--- src/rtl/wrdm_desc_arb.sv ---
// Round-robin arbiter that locks the write-data-mover descriptor port to one ring engine per burst.
// Define WRDM_ARB_STATS_EN to add per-port completed-burst counters on burst_cnt.
module wrdm_desc_arb #(
  parameter int         NUM_PORTS = 4,
  parameter int         DESC_W    = 174,
  parameter logic [7:0] DONE_ID   = 8'hFE,
  localparam int        GW        = (NUM_PORTS > 1) ? $clog2(NUM_PORTS) : 1
) (
  input  logic                        clk,
  input  logic                        rst_n,
  input  logic [NUM_PORTS-1:0]        req_valid,
  input  logic [NUM_PORTS*DESC_W-1:0] req_data,
  output logic [NUM_PORTS-1:0]        req_ready,
  output logic                        wrdm_desc_valid,
  output logic [DESC_W-1:0]           wrdm_desc_data,
  input  logic                        wrdm_desc_ready,
  output logic [GW-1:0]               grant_id,
  output logic                        busy
`ifdef WRDM_ARB_STATS_EN
  ,
  output logic [NUM_PORTS*32-1:0]     burst_cnt
`endif
);

  typedef enum logic {IDLE, LOCKED} state_t;

  state_t              state_q, state_d;
  logic [GW-1:0]       grant_q, grant_d;
  logic [GW-1:0]       last_q, last_d;
  logic                out_vld_q, out_vld_d;
  logic [DESC_W-1:0]   out_data_q, out_data_d;

  logic [DESC_W-1:0]   sel_data;
  logic                slot_free;
  logic                accept;
  logic                done;
  logic [GW-1:0]       pick;
  logic                pick_vld;

  // Search upward from the port after the last winner, wrapping around.
  always_comb begin
    pick     = '0;
    pick_vld = 1'b0;
    for (int k = 1; k <= NUM_PORTS; k++) begin
      if (!pick_vld && req_valid[(int'(last_q) + k) % NUM_PORTS]) begin
        pick_vld = 1'b1;
        pick     = GW'((int'(last_q) + k) % NUM_PORTS);
      end
    end
  end

  assign sel_data  = req_data[int'(grant_q)*DESC_W +: DESC_W];
  assign slot_free = ~out_vld_q | wrdm_desc_ready;
  assign accept    = (state_q == LOCKED) & slot_free & req_valid[grant_q];
  assign done      = accept & (sel_data[159:152] == DONE_ID);

  always_comb begin
    req_ready = '0;
    if (state_q == LOCKED) begin
      req_ready[grant_q] = slot_free;
    end
  end

  always_comb begin
    state_d = state_q;
    grant_d = grant_q;
    last_d  = last_q;
    unique case (state_q)
      IDLE: begin
        if (pick_vld) begin
          grant_d = pick;
          state_d = LOCKED;
        end
      end
      LOCKED: begin
        if (done) begin
          last_d  = grant_q;
          state_d = IDLE;
        end
      end
      default: state_d = IDLE;
    endcase
  end

  // Output register: a fresh accept overwrites; otherwise a consume empties it.
  always_comb begin
    out_vld_d  = out_vld_q;
    out_data_d = out_data_q;
    if (accept) begin
      out_vld_d  = 1'b1;
      out_data_d = sel_data;
    end else if (wrdm_desc_ready) begin
      out_vld_d  = 1'b0;
    end
  end

  always_ff @(posedge clk or negedge rst_n) begin
    if (!rst_n) begin
      state_q    <= IDLE;
      grant_q    <= '0;
      last_q     <= GW'(NUM_PORTS - 1);
      out_vld_q  <= 1'b0;
      out_data_q <= '0;
    end else begin
      state_q    <= state_d;
      grant_q    <= grant_d;
      last_q     <= last_d;
      out_vld_q  <= out_vld_d;
      out_data_q <= out_data_d;
    end
  end

  assign wrdm_desc_valid = out_vld_q;
  assign wrdm_desc_data  = out_data_q;
  assign grant_id        = grant_q;
  assign busy            = (state_q == LOCKED);

`ifdef WRDM_ARB_STATS_EN
  logic [NUM_PORTS*32-1:0] cnt_q;

  always_ff @(posedge clk or negedge rst_n) begin
    if (!rst_n) begin
      cnt_q <= '0;
    end else if (done) begin
      cnt_q[int'(grant_q)*32 +: 32] <= cnt_q[int'(grant_q)*32 +: 32] + 32'd1;
    end
  end

  assign burst_cnt = cnt_q;
`endif

endmodule

--- config.mk ---
export PLATFORM = sky130hd
export DESIGN_NAME = wrdm_desc_arb
export DESIGN_NICKNAME = d
export VERILOG_FILES = /design/src/rtl/wrdm_desc_arb.sv
export SDC_FILE = /design/constraint.sdc
export NUM_CORES = 1
export LEC_CHECK = 0
export BUFFER_PORTS_ARGS = -buffer_cell sky130_fd_sc_hd__buf_2
export CORE_AREA = 5 5 345 347
export CTS_BUF_LIST = sky130_fd_sc_hd__clkbuf_16
export DETAILED_ROUTE_END_ITERATION = 10
export DIE_AREA = 0 0 350 352
export SETUP_SLACK_MARGIN = 0.02
export SYNTH_ARGS = -nofsm -noshare
export SYNTH_HDL_FRONTEND = slang
export SYNTH_SLANG_ARGS = --single-unit
export TNS_END_PERCENT = 20
--- constraint.sdc ---
create_clock -name clk -period 2.15 [get_ports clk]
set_input_delay 0.1075 -clock clk [delete_from_list [all_inputs] [get_ports clk]]
set_output_delay 0.1075 -clock clk [all_outputs]
set_load 0.01 [all_outputs]
After elaboration in Yosys (flattened, before gate mapping)
Index checks and enable logic that the tools add are counted.

storage, ports and cells
  register bits = 180
  bits of input ports = 703

cells by class
  add/sub/neg operators = 4
  $mul = 1
  order comparisons = 6
  equal/unequal tests = 1
  shift operators = 1
  mux-type cells = 30
  bitwise logic cells = 11
  reductions and logical operators = 14

operators with widths
  kind                                                                                 count
  696-bit by 11-bit indexed part select with 174-bit output                            1
  1-bit two-way mux                                                                    18
  3-bit by 4-bit less-than comparator with 1-bit output, second input constant         4
  1-bit binary-select mux with 2-bit select                                            5
  2-bit by 7-bit multiplier with 9-bit output, second input constant                   1
  8-bit == test, second input constant                                                 1
  2-bit two-way mux                                                                    4
  2-bit OR reduction                                                                   4
  2-bit by 1-bit adder with 2-bit output, second input constant                        2
  2-bit adder, second input constant                                                   2
  1-bit bitwise AND, first input constant                                              4
  4-bit bitwise AND                                                                    1
  1-bit logical AND                                                                    4
  4-bit two-way mux                                                                    1
  2-bit AND reduction                                                                  2
  1-bit bitwise AND                                                                    3
  1-bit zero test                                                                      3
  2-bit by 3-bit less-than comparator with 1-bit output, second input constant         1
  1-bit demux with 2-bit select                                                        1
  2-bit by 1-bit greater-or-equal comparator with 1-bit output, second input constant  1
  1-bit inverter                                                                       2
  1-bit one-hot mux with 2 select lines                                                1
  2-bit nonzero test                                                                   1
  1-bit bitwise OR                                                                     1

Logic depth before layout (Yosys ltp)
  depth in word-level cells = 18
  mapped depth = 7

Least setup slack after synthesis
OpenSTA, ideal clock, no wires.

  kind = register -> register
  from = reg grant_q[1], in the netlist grant_id[1]
  to = reg out_data_q[14], in the netlist wrdm_desc_data[14]
  setup time = 0.127 ns
  arrival time = 1.810 ns
  data required time = 2.023 ns
  setup slack = 0.212 ns
  stages on the path, launching flop included = 7
  buffers on the path = 3
  clock period less this slack = 1.938 ns
  cell sequence = dfrtp_1 buf_6 mux4_2 nand3_2 buf_12 buf_12 mux2_1

on the way
  longest elaborated chain between the ends = 3

ends and longest elaborated chain
  what                                                                                                 line  source
  from (decl)                                                                                          28    logic [GW-1:0] grant_q, grant_d;
  from (signal assigned)                                                                               106   grant_q <= grant_d;
  parallel branches: the longest is 3 deep, another holds 2-bit by 7-bit multiplier with 9-bit output  n/a
  to (signal assigned)                                                                                 109   out_data_q <= out_data_d;
  to (decl)                                                                                            31    logic [DESC_W-1:0] out_data_q, out_data_d;

Parallel ways; which one is timed is not known. The select of a mux whose other input is x is not followed.
A chain may end at the register's enable or synchronous reset.

Worst setup path in the final report
  from = reg grant_q[0], in the netlist grant_id[0]
  to = reg out_data_q[74], in the netlist wrdm_desc_data[74]

The elaborated chain is that of the path after synthesis.

==> flow_summary.ini <==
[routing]
vias = 11400
wl_per_cell_um = 23.9
wl_met1_mm = 32.0
first_pass_iters = 5
drcViolationCount = 0
highest_layer = met5
wl_mm = 77.8
drtIter0Drc = 873
route.met3.wl_mm = 6.97
vias_per_cell = 3.52
met2_length_mm = 37.5
ant_nets = 0

[cts]
cts_tree = yes
clock_sinks = 180
cts_buffers = 17
clk_pin_slew_ns = 0.08
clock_latency_ns = 0.50
cts_max_level = 4
cts-root-buf = clkbuf_16
cts_buffer_depth = 2

[global_routing]
grt_max_degree = 63
grt_pass1_wl_mm = 102
antenna_found_initial = 30
grt_overflow = 0
grt_pass1_vias = 12400
grt_usage = 0.121

[critical_path]
cpMostUsedCell = buf_12
cp-start-kind = flip-flop
rr_startpoint = grant_id[0]
critPathCaptureType = flip-flop
crit_fanout = 10
worstPathArrival_ns = 2.52
required_ns = 2.54
worstSetupPathType = flip-flop to flip-flop
crit_chain = buf_8, buf_12, clkbuf_16, buf_12, mux4_2, mux2_4
r2r_cells = 6
timing.rr.end = wrdm_desc_data[74]
critical_path.max_stage_delay_ns = 0.54
worst-r2r-setup-slack_ns = 0.01
crit_slowest_cell = dfrtp_4

[finish]
syn_to_final_growth_pct = 77.9
post-route-cell-area_um2 = 20200
nFillCells = 12800
final_core_util = 0.175
layout-drive-gt1-share = 0.768
final_nets = 2401

[synth]
yosys.area.top_type = dfrtp_1
synth_edf_count = 0
syn-num-nets = 1325
syn_area_um2 = 11400
syn_area_per_cell_um2 = 18.3
ys_seq_area_frac = 0.397
ys_ff_latch = 180
synthCells = 622
ys_types = 31
synth.most_common_cell = dfrtp_1
synthArstFlopShare = 1.00
synth_common_cells = dfrtp_1, mux4_2, mux2_2
synth-main-ff-cell = dfrtp_1
yosys_warnings = 0
ys_top_cells_by_area = dfrtp_1, mux4_2, mux2_2
synth_top_cell_area_share = 0.392

[sta]
period_needed_ns = 2.14
drv_slew = 0
finalSetupViolations = 0
fmax_mhz = 468
finalHoldViolations = 0
rsz0062_at_grt = yes
fin_skew_ns = 0.0188
setup_tns_ns = 0
worst_slack_ns = 0.0136
worst_pin_slew_ns = 0.612
min_period_over_period = 0.994
maxSlewHeadroom = 0.592

[outcome]
status = completed

[run]
drv_cap = 0

[die]
initial_core_util = 0.0983
boundaryPins = 885
die_h_um = 352
die_x_um = 350
core_um2 = 116000
rows = 125
die-area_um2 = 123000

[placement]
io_buffer_count = 884
hpwl_mm = 67.0
gp_congestion = 0.964
placed_area_um2 = 18000
dpl_worst_slack_ns = -0.137

[pwr]
power_density_nw_per_um2 = 1100
leakagePower_nw = 9.25
worst_ir_drop_vdd_mv = 0.584
total_power_mw = 22.3

[min_path]
worstHoldStart = req_data[138]
hold_path_depth = 3
holdPathEnd = wrdm_desc_data[138]
min_path_type = input pin to flip-flop
[worst max-delay path, delay by kind of cell (launching register included)]
kind	cells	cell delay [ns]
muxes	2	0.78
DFF	1	0.54
buffers and inverters	4	0.67
[flip-flops by register name, indices dropped and copies added, names as in the netlist]
register	count
wrdm_desc_valid	1
last_q	2
wrdm_desc_data	174
busy	1
grant_id	2
[through the flow]
step                      hold WS, ns  std cells
after detailed placement        0.133       3053
final                          0.0504       3250
after CTS                   0.0000384       3225
after global routing           0.0113       3240
after floorplan                -0.188        622
after global placement          0.129       3053
[kinds of logic (layout without fill, tap and decap cells)]
logic type,Yosys count,count (layout),synth area share
multiplexers,352,352,0.538
other,0,15,0
AND/OR/NAND/NOR,21,21,0.0102
buffers and inverters,62,1151,0.0508
AO/OA/AOI/OAI,7,7,0.00430
flip-flops,180,180,0.397
[cell type report]
cell class / count / area (um^2) / area share
flip-flops and latches: 180 / 4510 / 0.223
multi-input cells: 380 / 6320 / 0.313
clock inverters: 15 / 146 / 0.00724
well taps: 1524 / 1910 / 0.0944
diodes: 15 / 37.5 / 0.00186
inverters: 2 / 7.51 / 0.000371
clock buffers: 17 / 425 / 0.0211
repair buffers: 1117 / 6850 / 0.339
[cell usage in the layout, fill, tap and decap left out, types with 2 or more instances in the layout]
master	count
inv_6	2
nor2_1	5
mux2_4	52
clkinv_4	4
buf_12	19
dfstp_2	2
inv_8	4
mux4_2	175
buf_2	883
mux2i_1	2
dfrtp_1	176
nand2_1	4
inv_1	3
mux2_1	57
clkbuf_16	19
mux2_2	66
buf_4	66
nor3_2	2
buf_8	2
diode_2	15
buf_6	8
dlygate4sd3_1	136
a31oi_1	2
nand4_1	2
dfrtp_4	2
nand2b_1	2
clkinv_8	2
[where the power goes]
| group | switching [mW] | internal, mW |
|---|---|---|
| sequential | 1.27 | 5.10 |
| combinational | 6.30 | 6.34 |
| clock | 1.74 | 1.54 |
| total | 9.31 | 13.0 |
[what timing repair did]
item,CTS,global route
hold buffers,136,0
gates resized for setup,10,12
endpoints found under the hold margin,104,0
cloned,0,2
setup buffers,4,8
pin swaps,3,2
endpoints found under the setup margin,4,46
[worst max path at each step]
stage,from,end,slack (ns),depth (start not counted)
floorplan,grant_id[1],wrdm_desc_data[14],0.21,6
global placement,grant_id[0],last_q[0],-0.15,5
detailed placement,grant_id[0],last_q[1],-0.14,5
CTS,grant_id[0],wrdm_desc_data[74],0.004,6
global route,grant_id[0],req_ready[1],-0.03,6
finish,grant_id[0],wrdm_desc_data[74],0.01,6
[layer usage]
metal / vias to the layer above / GRT usage
met2: 693 / 0.204
met3: 80 / 0.0386
met4: 10 / 0.0266
li1: 4746 / -
met5: - / 0
met1: 5914 / 0.150
Note: power is estimated with default switching activity, not from simulation.
